--- src/rtl/cpu_ctrl_pkg.sv ---
// Shared types and encodings for the CPU control sequencer and its opcode decoder.
package cpu_ctrl_pkg;

  localparam logic [3:0] OP_NOP  = 4'h0;
  localparam logic [3:0] OP_ALU  = 4'h1;
  localparam logic [3:0] OP_LDI  = 4'h2;
  localparam logic [3:0] OP_LD   = 4'h3;
  localparam logic [3:0] OP_ST   = 4'h4;
  localparam logic [3:0] OP_PUSH = 4'h5;
  localparam logic [3:0] OP_POP  = 4'h6;
  localparam logic [3:0] OP_JMP  = 4'h7;
  localparam logic [3:0] OP_JZ   = 4'h8;
  localparam logic [3:0] OP_CALL = 4'h9;
  localparam logic [3:0] OP_RET  = 4'hA;
  localparam logic [3:0] OP_HALT = 4'hF;

  localparam logic [1:0] MD_ALU = 2'b00;
  localparam logic [1:0] MD_MEM = 2'b01;
  localparam logic [1:0] MD_STK = 2'b10;

  localparam logic [3:0] FS_PASS_B = 4'hF;

  typedef enum logic [2:0] {
    StIdle, StFetch, StDecode, StExec, StMem, StWb, StHalt, StFault
  } state_e;

  typedef enum logic [2:0] {
    NsFetch, NsExec, NsMem, NsHalt, NsFault
  } next_class_e;

  // Selects are held for the whole EXEC/MEM/WB interval; the flags say which
  // strobes fire in which phase and whether a WB phase follows.
  typedef struct packed {
    logic       ma;
    logic       mb;
    logic       cs;
    logic [1:0] md;
    logic [3:0] fs;
    logic [2:0] da;
    logic [2:0] aa;
    logic [2:0] ba;
    logic       addr_sel;
    logic       mem_we;
    logic       rw_exec;
    logic       rw_wb;
    logic       push_exec;
    logic       pop_exec;
    logic       pc_load_exec;
    logic       pc_load_zero;
    logic       pc_load_wb;
    logic       go_wb;
    logic       need_room;
    logic       need_data;
  } ctrl_word_t;

endpackage

--- src/rtl/cpu_control_sequencer_if.sv ---
// Control/status bundle between the sequencer (master) and the datapath/memory side (slave).
interface cpu_control_sequencer_if;

  logic        start;
  logic [15:0] inst;
  logic        zero;
  logic        mem_ready;
  logic        stack_full;
  logic        stack_empty;

  logic        MA;
  logic        MB;
  logic        CS;
  logic [1:0]  MD;
  logic [3:0]  FS;
  logic [2:0]  DA;
  logic [2:0]  AA;
  logic [2:0]  BA;
  logic        RW;
  logic        addr_sel;
  logic        mem_req;
  logic        mem_we;
  logic        stack_push;
  logic        stack_pop;
  logic        ir_load;
  logic        pc_inc;
  logic        pc_load;
  logic        halted;
  logic        fault;

  modport master (
    input  start, inst, zero, mem_ready, stack_full, stack_empty,
    output MA, MB, CS, MD, FS, DA, AA, BA, RW, addr_sel, mem_req, mem_we,
           stack_push, stack_pop, ir_load, pc_inc, pc_load, halted, fault
  );

  modport slave (
    output start, inst, zero, mem_ready, stack_full, stack_empty,
    input  MA, MB, CS, MD, FS, DA, AA, BA, RW, addr_sel, mem_req, mem_we,
           stack_push, stack_pop, ir_load, pc_inc, pc_load, halted, fault
  );

endinterface

--- src/rtl/ctrl_decode.sv ---
// Combinational opcode decoder: instruction word to control word plus next-state class.
module ctrl_decode
  import cpu_ctrl_pkg::*;
(
  input  logic [15:0] inst,
  output ctrl_word_t  cw,
  output next_class_e ns_class
);

  always_comb begin
    cw       = '0;
    ns_class = NsFault;
    case (inst[15:12])
      OP_NOP: ns_class = NsFetch;
      OP_ALU: begin
        ns_class   = NsExec;
        cw.da      = inst[11:9];
        cw.aa      = inst[8:6];
        cw.ba      = inst[5:3];
        cw.fs      = {1'b0, inst[2:0]};
        cw.md      = MD_ALU;
        cw.rw_exec = 1'b1;
      end
      OP_LDI: begin
        ns_class   = NsExec;
        cw.mb      = 1'b1;
        cw.cs      = 1'b1;
        cw.fs      = FS_PASS_B;
        cw.rw_exec = 1'b1;
      end
      OP_LD: begin
        ns_class    = NsMem;
        cw.ma       = 1'b1;
        cw.addr_sel = 1'b1;
        cw.md       = MD_MEM;
        cw.rw_wb    = 1'b1;
        cw.go_wb    = 1'b1;
      end
      OP_ST: begin
        ns_class    = NsMem;
        cw.ma       = 1'b1;
        cw.addr_sel = 1'b1;
        cw.mem_we   = 1'b1;
      end
      OP_PUSH: begin
        ns_class     = NsExec;
        cw.push_exec = 1'b1;
        cw.need_room = 1'b1;
      end
      OP_POP: begin
        ns_class     = NsExec;
        cw.md        = MD_STK;
        cw.pop_exec  = 1'b1;
        cw.rw_wb     = 1'b1;
        cw.go_wb     = 1'b1;
        cw.need_data = 1'b1;
      end
      OP_JMP: begin
        ns_class        = NsExec;
        cw.pc_load_exec = 1'b1;
      end
      OP_JZ: begin
        ns_class        = NsExec;
        cw.pc_load_zero = 1'b1;
      end
      OP_CALL: begin
        // PC+1 goes to the stack through the B mux in the same cycle as the jump.
        ns_class        = NsExec;
        cw.mb           = 1'b1;
        cw.push_exec    = 1'b1;
        cw.pc_load_exec = 1'b1;
        cw.need_room    = 1'b1;
      end
      OP_RET: begin
        ns_class      = NsExec;
        cw.md         = MD_STK;
        cw.pop_exec   = 1'b1;
        cw.pc_load_wb = 1'b1;
        cw.go_wb      = 1'b1;
        cw.need_data  = 1'b1;
      end
      OP_HALT: ns_class = NsHalt;
      default: ns_class = NsFault;
    endcase
  end

endmodule

--- src/rtl/cpu_control_sequencer.sv ---
// Multi-cycle fetch/decode/execute control FSM driving all datapath selects and strobes.
module cpu_control_sequencer
  import cpu_ctrl_pkg::*;
(
  input logic                     clk,
  input logic                     rst,
  cpu_control_sequencer_if.master bus
);

  state_e      state_q, state_d;
  ctrl_word_t  cw_q, cw_d, dec_cw;
  next_class_e dec_class;
  logic        in_body;
  logic        stack_err;

  ctrl_decode u_decode (
    .inst     (bus.inst),
    .cw       (dec_cw),
    .ns_class (dec_class)
  );

  always_ff @(posedge clk) begin
    if (rst) begin
      state_q <= StIdle;
      cw_q    <= '0;
    end else begin
      state_q <= state_d;
      cw_q    <= cw_d;
    end
  end

  assign in_body   = (state_q == StExec) || (state_q == StMem) || (state_q == StWb);
  assign stack_err = (dec_cw.need_room && bus.stack_full) ||
                     (dec_cw.need_data && bus.stack_empty);

  always_comb begin
    state_d        = state_q;
    cw_d           = cw_q;
    bus.MA         = 1'b0;
    bus.MB         = 1'b0;
    bus.CS         = 1'b0;
    bus.MD         = MD_ALU;
    bus.FS         = '0;
    bus.DA         = '0;
    bus.AA         = '0;
    bus.BA         = '0;
    bus.RW         = 1'b0;
    bus.addr_sel   = 1'b0;
    bus.mem_req    = 1'b0;
    bus.mem_we     = 1'b0;
    bus.stack_push = 1'b0;
    bus.stack_pop  = 1'b0;
    bus.ir_load    = 1'b0;
    bus.pc_inc     = 1'b0;
    bus.pc_load    = 1'b0;
    bus.halted     = 1'b0;
    bus.fault      = 1'b0;

    if (in_body) begin
      bus.MA = cw_q.ma;
      bus.MB = cw_q.mb;
      bus.CS = cw_q.cs;
      bus.MD = cw_q.md;
      bus.FS = cw_q.fs;
      bus.DA = cw_q.da;
      bus.AA = cw_q.aa;
      bus.BA = cw_q.ba;
    end

    case (state_q)
      StIdle: begin
        if (bus.start) state_d = StFetch;
      end
      StFetch: begin
        bus.mem_req = 1'b1;
        bus.ir_load = bus.mem_ready;
        bus.pc_inc  = bus.mem_ready;
        if (bus.mem_ready) state_d = StDecode;
      end
      StDecode: begin
        cw_d = dec_cw;
        case (dec_class)
          NsFetch: state_d = StFetch;
          NsExec:  state_d = StExec;
          NsMem:   state_d = StMem;
          NsHalt:  state_d = StHalt;
          default: state_d = StFault;
        endcase
        // A stack op that would over/underflow is refused before any strobe fires.
        if (stack_err) state_d = StFault;
      end
      StExec: begin
        bus.RW         = cw_q.rw_exec;
        bus.stack_push = cw_q.push_exec;
        bus.stack_pop  = cw_q.pop_exec;
        bus.pc_load    = cw_q.pc_load_exec || (cw_q.pc_load_zero && bus.zero);
        state_d        = cw_q.go_wb ? StWb : StFetch;
      end
      StMem: begin
        bus.mem_req  = 1'b1;
        bus.mem_we   = cw_q.mem_we;
        bus.addr_sel = cw_q.addr_sel;
        if (bus.mem_ready) state_d = cw_q.go_wb ? StWb : StFetch;
      end
      StWb: begin
        bus.RW      = cw_q.rw_wb;
        bus.pc_load = cw_q.pc_load_wb;
        state_d     = StFetch;
      end
      StHalt:  bus.halted = 1'b1;
      StFault: bus.fault  = 1'b1;
      default: state_d = StFault;
    endcase
  end

endmodule

--- src/flat_wrapper.sv ---
// flat-port wrapper written by rule: the top's interface ports become plain ports
module cpu_control_sequencer_flat import cpu_ctrl_pkg::*;
  (clk, rst, bus_start, bus_inst, bus_zero, bus_mem_ready, bus_stack_full, bus_stack_empty, bus_MA, bus_MB, bus_CS, bus_MD, bus_FS, bus_DA, bus_AA, bus_BA, bus_RW, bus_addr_sel, bus_mem_req, bus_mem_we, bus_stack_push, bus_stack_pop, bus_ir_load, bus_pc_inc, bus_pc_load, bus_halted, bus_fault);
  cpu_control_sequencer_if bus_i ();
  input logic clk;
  input logic rst;
  input wire logic [$bits(bus_i.start)-1:0] bus_start;
  input wire logic [$bits(bus_i.inst)-1:0] bus_inst;
  input wire logic [$bits(bus_i.zero)-1:0] bus_zero;
  input wire logic [$bits(bus_i.mem_ready)-1:0] bus_mem_ready;
  input wire logic [$bits(bus_i.stack_full)-1:0] bus_stack_full;
  input wire logic [$bits(bus_i.stack_empty)-1:0] bus_stack_empty;
  output wire logic [$bits(bus_i.MA)-1:0] bus_MA;
  output wire logic [$bits(bus_i.MB)-1:0] bus_MB;
  output wire logic [$bits(bus_i.CS)-1:0] bus_CS;
  output wire logic [$bits(bus_i.MD)-1:0] bus_MD;
  output wire logic [$bits(bus_i.FS)-1:0] bus_FS;
  output wire logic [$bits(bus_i.DA)-1:0] bus_DA;
  output wire logic [$bits(bus_i.AA)-1:0] bus_AA;
  output wire logic [$bits(bus_i.BA)-1:0] bus_BA;
  output wire logic [$bits(bus_i.RW)-1:0] bus_RW;
  output wire logic [$bits(bus_i.addr_sel)-1:0] bus_addr_sel;
  output wire logic [$bits(bus_i.mem_req)-1:0] bus_mem_req;
  output wire logic [$bits(bus_i.mem_we)-1:0] bus_mem_we;
  output wire logic [$bits(bus_i.stack_push)-1:0] bus_stack_push;
  output wire logic [$bits(bus_i.stack_pop)-1:0] bus_stack_pop;
  output wire logic [$bits(bus_i.ir_load)-1:0] bus_ir_load;
  output wire logic [$bits(bus_i.pc_inc)-1:0] bus_pc_inc;
  output wire logic [$bits(bus_i.pc_load)-1:0] bus_pc_load;
  output wire logic [$bits(bus_i.halted)-1:0] bus_halted;
  output wire logic [$bits(bus_i.fault)-1:0] bus_fault;
  assign bus_i.start = bus_start;
  assign bus_i.inst = bus_inst;
  assign bus_i.zero = bus_zero;
  assign bus_i.mem_ready = bus_mem_ready;
  assign bus_i.stack_full = bus_stack_full;
  assign bus_i.stack_empty = bus_stack_empty;
  assign bus_MA = bus_i.MA;
  assign bus_MB = bus_i.MB;
  assign bus_CS = bus_i.CS;
  assign bus_MD = bus_i.MD;
  assign bus_FS = bus_i.FS;
  assign bus_DA = bus_i.DA;
  assign bus_AA = bus_i.AA;
  assign bus_BA = bus_i.BA;
  assign bus_RW = bus_i.RW;
  assign bus_addr_sel = bus_i.addr_sel;
  assign bus_mem_req = bus_i.mem_req;
  assign bus_mem_we = bus_i.mem_we;
  assign bus_stack_push = bus_i.stack_push;
  assign bus_stack_pop = bus_i.stack_pop;
  assign bus_ir_load = bus_i.ir_load;
  assign bus_pc_inc = bus_i.pc_inc;
  assign bus_pc_load = bus_i.pc_load;
  assign bus_halted = bus_i.halted;
  assign bus_fault = bus_i.fault;
  cpu_control_sequencer u_core (.clk(clk), .rst(rst), .bus(bus_i));
endmodule
--- config.mk ---
export PLATFORM = sky130hd
export DESIGN_NAME = cpu_control_sequencer_flat
export DESIGN_NICKNAME = d
export VERILOG_FILES = /design/src/rtl/cpu_ctrl_pkg.sv /design/src/rtl/cpu_control_sequencer_if.sv /design/src/rtl/ctrl_decode.sv /design/src/rtl/cpu_control_sequencer.sv /design/src/flat_wrapper.sv
export SDC_FILE = /design/constraint.sdc
export NUM_CORES = 1
export LEC_CHECK = 0
export ABC_AREA = 1
export CORE_UTILIZATION = 25
export CTS_CLUSTER_SIZE = 25
export DETAILED_ROUTE_END_ITERATION = 8
export SYNTH_ARGS = -nofsm -noshare
export SYNTH_HDL_FRONTEND = slang
export SYNTH_HIERARCHICAL = 1
export SYNTH_SLANG_ARGS = --single-unit
--- constraint.sdc ---
create_clock -name clk -period 2.2 [get_ports clk]
set_input_delay 0.44 -clock clk [delete_from_list [all_inputs] [get_ports clk]]
set_output_delay 0.44 -clock clk [all_outputs]
set_load 0.1 [all_outputs]
==> results of run 1 <==
## synth_stat cells
| cell | instances |
|---|---|
| nor2_2 | 8 |
| nand3_1 | 13 |
| inv_2 | 1 |
| nand4_1 | 1 |
| nand2_2 | 4 |
| or2_1 | 1 |
| buf_1 | 1 |
| nand2_1 | 47 |
| nor2_1 | 46 |
| o21ai_1 | 2 |
| a21boi_0 | 1 |
| dfxtp_1 | 31 |
| clkbuf_1 | 2 |
| o21ai_0 | 27 |
| buf_6 | 7 |
| a21oi_4 | 1 |
| nand2_4 | 1 |
| a21oi_1 | 29 |
| nand3_2 | 1 |
| buf_4 | 4 |
| nor2_4 | 1 |
| inv_4 | 1 |
| clkinv_2 | 1 |
| inv_1 | 50 |
| o22ai_1 | 2 |
## area by class of cell
cell class | instances | area share
clock buffer | 7 | 0.02733
clock inverter | 1 | 0.001792
inverter | 53 | 0.07258
multi-input combinational | 185 | 0.3329
sequential | 31 | 0.2231
tap | 96 | 0.04301
timing repair buffer | 54 | 0.2993
## worst max path at each step
stage,depth (start not counted),endpoint,slack [ns]
CTS,6,bus_FS[1],0.02
detailed placement,11,u_core/state_q[2],0.19
finish,6,bus_FS[1],0.11
global placement,11,u_core/state_q[2],0.20
floorplan,5,bus_RW,-0.52
global route,6,bus_MB,0.005
## kinds of logic after synthesis
group,share of synthesized area
AND/OR/NAND/NOR,0.2961
buffers and inverters,0.1789
AO/OA/AOI/OAI,0.1810
flip-flops,0.3440
## timing repair
action,in CTS,in global routing
resized for setup,0,3
buffers inserted,0,0
setup endpoints to repair,0,17
## through the flow
step	std cells	power (mW)	worst slack, ns	cell area (um^2)
3_5_place_dp	419	1.612	0.1882	2703
3_3_place_gp	419	1.595	0.2000	2703
2_1_floorplan	283	1.407	-0.5239	1867
6_report	427	2.019	0.1100	2793
4_1_cts	427	2.045	0.01913	2784
5_1_grt	427	2.154	0.004671	2793
## critical path: stages, from the launching register on
cell and delay (ns):
dfxtp_1 0.44, nand3_2 0.22, nand2_4 0.15, a21oi_4 0.04, buf_12 0.16, nor2_2 0.14
buf_12 0.19
## metal layers
| layer | track usage | vias up |
|---|---|---|
| li1 | - | 960 |
| met1 | 0.1645 | 785 |
| met2 | 0.1983 | 41 |
| met3 | 0.02370 | 4 |
| met4 | 0.05455 | 0 |
| met5 | 0 | - |
## cell usage in the layout, fill, tap and decap left out, types with 4 or more instances in the layout
cell type	netlist	final
inv_1	50	50
nand2_1	47	47
buf_12	0	30
a21oi_1	29	29
dfxtp_1	31	29
nor2_1	46	27
o21ai_0	27	27
nor2_2	8	24
clkdlybuf4s50_1	0	22
nand3_1	13	13
clkbuf_8	0	5
nand2_2	4	4
nor2_4	1	4
## power groups by stage
| stage | combinational (mW) | clock (mW) | sequential (mW) |
|---|---|---|---|
| 2_1_floorplan | 0.685 | 0 | 0.723 |
| 3_3_place_gp | 0.849 | 0 | 0.745 |
| 3_5_place_dp | 0.864 | 0 | 0.749 |
| 4_1_cts | 0.866 | 0.443 | 0.736 |
| 5_1_grt | 0.945 | 0.460 | 0.749 |
| 6_report | 0.859 | 0.423 | 0.737 |
## sequential cells by signal (all words and copies together) (netlist names)
register / count
u_core/cw_q: 28
u_core/state_q: 3
==> results.tsv, run 1 <==
metric	value	unit
critPathMaxFanout	18	
path_class	reg -> out	
firstDrtPassIters	5	
slew_headroom	0.7061	
regArea	623.1	um^2
hold_end	u_core/cw_q[26]	
wl_met1	2145	um
fillCellCount	735	
postCtsHoldBufs	0	
drive_gt1_frac	0.2387	
root_buffer	clkbuf_8	
r2r-end	u_core/cw_q[10]	
rsz0062_at_grt	no	
maxSlewViolCount	0	
core	6869	um^2
worst_slew_pin_slew	0.4408	ns
p_leak	1.185	nW
worstHoldStart	u_core/cw_q[26]	
tns	0	ns
clkLatencyLatePin	0.28	ns
syn_inst	283	
holdPathStages	2	
grt-ovfl-total	0	
die_x	86.95	um
cp-end-kind	output port	
grt_usage	0.1249	
comb_power_share	0.425	
drc	0	
clk_pin_slew	0.06	ns
power_frac_seq	0.365	
grt_max_degree	54	
area_growth	54.79	%
synthDominantCellAreaShare	0.3440	
cts_max_level	2	
syn_area	1804	um^2
period_share	0.9500	
avgViaCountPerCell	4.192	
tritoncts	built	
drv_cap	0	
die_h	86.95	um
wl_met2	1932	um
fin_crit	2.090	ns
grt_pass1_wl	7396	um
seq_area_frac_synth	0.3440	
avgRoutedWirePerCell	10.04	um
cts_buffer_depth	2	
drt_iter0_markers	86	
vias	1790	
cts_buffers	5	
p_int	1.196	mW
first_global_vias	1660	
clock.fmax	0.4785	GHz
r2r-start	u_core/state_q[0]	
ios	52	
initial_core_util	0.2627	
worst_ep_required_time	1.76	ns
status	finished clean	
yosys.area.top_type	dfxtp_1	
synth_nets	306	
rrSetupSlack	0.82	ns
highest_layer	met4	
gp_congestion	0.8514	
drt-total-wl	4287	um
synth_seq_cells	31	
yosysWarnings	6	
startpoint	u_core/state_q[1]	
final_util	0.4066	
power.density	722.9	nW/um^2
multi_input_area	929.6	um^2
io_buffers	51	
switching_share	0.4074	
synth.area.top_cells	dfxtp_1 34%, inv_1 10%, nand2_1 9.8%	
critPathArrivalTime	1.65	ns
vdd_drop_max	199.9	uV
nets	353	
hold_violations	0	
die_area	7560	um^2
synth_cell_types	25	
finClkSkew	0.005462	ns
p_sw	822.6	uW
ff2ff_path_depth	5	
dp_hpwl	3260	um
met3_length	145	um
antenna_cells	0	
min_path_type	reg -> reg	
pwr-share-clk	0.209	
setup_viol	0	
antenna_found_initial	0	
rows	30	
timing.hold.ws	0.4673	ns
synth_area_per_cell	6.375	um^2
cts.sinks	31	
postRouteAntennaNets	0	
start_kind	register	
No activity file was read; power rests on OpenSTA's default activity.
==> run 2: changes to the inputs <==
CORE_UTILIZATION = 45   (was 25)
PLACE_DENSITY = 0.76   (was not set)
SETUP_SLACK_MARGIN = 0.15   (was not set)
==> run 2 against run 1 <==
Compared with the run above: clock power is 38% higher; flip-flop and latch count stayed put; combinational power is 22% higher; critical path depth is 2 higher; largest cell class unchanged.
==> results.tsv, run 2 (synthesis gave the netlist of run 1 again) <==
metric	value	unit	change
use_met3	0.05729		was 0.02370
drv_cap	0		unchanged
min_path_type	reg -> reg		unchanged
cp-end-kind	output port		unchanged
reg_top3	u_core/cw_q: 28 flops, u_core/state_q: 3 flops		unchanged
drt-total-wl	5331	um	was 4287 um
final_common_cell	inv_1		unchanged
cp_top_family	buffers and inverters		was simple AND/OR/NAND/NOR gates
placed_area	2710	um^2	was 2703 um^2
critPathArrivalTime	1.64	ns	was 1.65 ns
setup_viol	0		unchanged
die_h	65.32	um	was 86.95 um
gr-max-usage-layer	met2		unchanged
power.density	785.6	nW/um^2	was 722.9 nW/um^2
largest_reg_flops	28		unchanged
avgViaCountPerCell	5.144		was 4.192
dp_hpwl	3280	um	was 3260 um
antenna_found_initial	0		unchanged
drc	0		unchanged
avgRoutedWirePerCell	13.70	um	was 10.04 um
path_buf_inv	5		was 2
crit_path_top_delay_cell	dfxtp_4		was dfxtp_1
antenna_cells	0		unchanged
root_buffer	clkbuf_8		unchanged
multi_input_area	1031	um^2	was 929.6 um^2
largest_register	u_core/cw_q		unchanged
cts_max_level	2		unchanged
critPathMaxFanout	5		was 18
vdd_drop_max	525.8	uV	was 199.9 uV
fin_area	3027	um^2	was 2793 um^2
layout_common_cells	50 x inv_1, 47 x nand2_1, 30 x buf_12, 30 x nor2_1, 29 x a21oi_1		was 50 x inv_1, 47 x nand2_1, 30 x buf_12
dpl.cell_count	371		was 419
start_kind	register		unchanged
gr-usage-met1	0.2799		was 0.1645
period_share	0.9446		was 0.9500
clock.fmax	0.4812	GHz	was 0.4785 GHz
worstPathCellList	inv_4 -> or2_1 -> clkinv_2 -> a21oi_4 -> buf_6 -> buf_16 -> nor2_4 -> buf_12		was nand3_2 -> nand2_4 -> a21oi_4 -> buf_12 -> nor2_2 -> buf_12
fin_crit	2.078	ns	was 2.090 ns
nets	363		was 353
final_cells	389		was 427
initial_core_util	0.4820		was 0.2627
worst_slew_pin_slew	0.4446	ns	was 0.4408 ns
vias	2001		was 1790
path_class	reg -> out		unchanged
grt-ovfl-total	0		unchanged
firstDrtPassIters	4		was 5
cts_buffers	5		unchanged
clkLatencyLatePin	0.28	ns	about the same
die_area	4267	um^2	was 7560 um^2
area_growth	67.75	%	was 54.79%
rsz0062_at_grt	yes		was no
fillCellCount	258		was 735
gp_congestion	0.8263		was 0.8514
max_stage_delay	0.36	ns	was 0.44 ns
first_global_vias	1935		was 1660
die_x	65.32	um	was 86.95 um
grtUsageMet2	0.4987		was 0.1983
status	finished clean		unchanged
slew_headroom	0.7036		was 0.7061
hold_violations	0		unchanged
io_buffers	51		unchanged
drive_gt1_frac	0.2639		was 0.2387
worst_ep_required_time	1.76	ns	about the same
postCtsHoldBufs	0		unchanged
postRouteAntennaNets	0		unchanged
cts_buffer_depth	2		unchanged
rows	22		was 30
regArea	629.4	um^2	was 623.1 um^2
finClkSkew	0.002369	ns	was 0.005462 ns
grt_max_degree	54		unchanged
drt_iter0_markers	110		was 86
timing.hold.ws	0.4558	ns	was 0.4673 ns
ios	52		unchanged
grt_pass1_wl	8514	um	was 7396 um
clk_pin_slew	0.07	ns	was 0.06 ns
p_leak	1.308	nW	was 1.185 nW
tritoncts	built		unchanged
cts.sinks	31		unchanged
core	3744	um^2	was 6869 um^2
maxSlewViolCount	0		unchanged
grt_usage	0.2647		was 0.1249
==> run 2: stage by stage <==
step | setup TNS [ns] | setup slack (ns) | utilization | total power, mW
3_5_place_dp | 0 | 0.1651 | 0.7239 | 1.652
4_1_cts | 0 | 0.1154 | 0.8031 | 2.340
2_1_floorplan | -1.017 | -0.1374 | - | 1.443
5_1_grt | 0 | 0.08978 | 0.8085 | 2.485
6_report | 0 | 0.1219 | 0.8085 | 2.378
3_3_place_gp | 0 | 0.2048 | 0.7239 | 1.627
==> run 2: worst min-delay path: cells and delay by family, from the launching register on <==
kind                   cells  cell delay, ns
AO/OA/AOI/OAI              1            0.05
flip-flops                 1            0.30
buffers and inverters      1            0.06
==> run 2: path summary, 6_finish.rpt <==
kind,from,to,slack (ns),cells after the start
setup / recovery,u_core/state_q[2],bus_MD[0],0.12,8
hold / removal,u_core/cw_q[7],u_core/cw_q[7],0.46,2
setup reg to reg,u_core/state_q[2],u_core/state_q[2],0.70,9
hold reg to reg,u_core/cw_q[7],u_core/cw_q[7],0.46,2
==> run 2: area by class of cell <==
class | instances | share of cell area
sequential | 31 | 0.2079
inverter | 53 | 0.06780
multi-input combinational | 185 | 0.3406
clock buffer | 6 | 0.02728
timing repair buffer | 64 | 0.3249
clock inverter | 2 | 0.01158
tap | 48 | 0.01984
==> run 2: where the power goes <==
part	total (mW)	switching (mW)	internal [mW]
Sequential	0.747	0.0637	0.684
Combinational	1.05	0.669	0.379
Clock	0.583	0.217	0.366
==> run 2: timing repair <==
item,4_1_cts,5_1_grt
hold endpoints to repair,0,0
resized for setup,13,5
setup buffers,7,0
setup endpoints to repair,18,21
pin swaps,7,5
cloned,3,0
==> run 2: routing by layer <==
metal  share of wire  up-vias
met4           0.025        0
met3           0.069       20
met1            0.38      912
met5               0        -
met2            0.53       88
li1                -      981
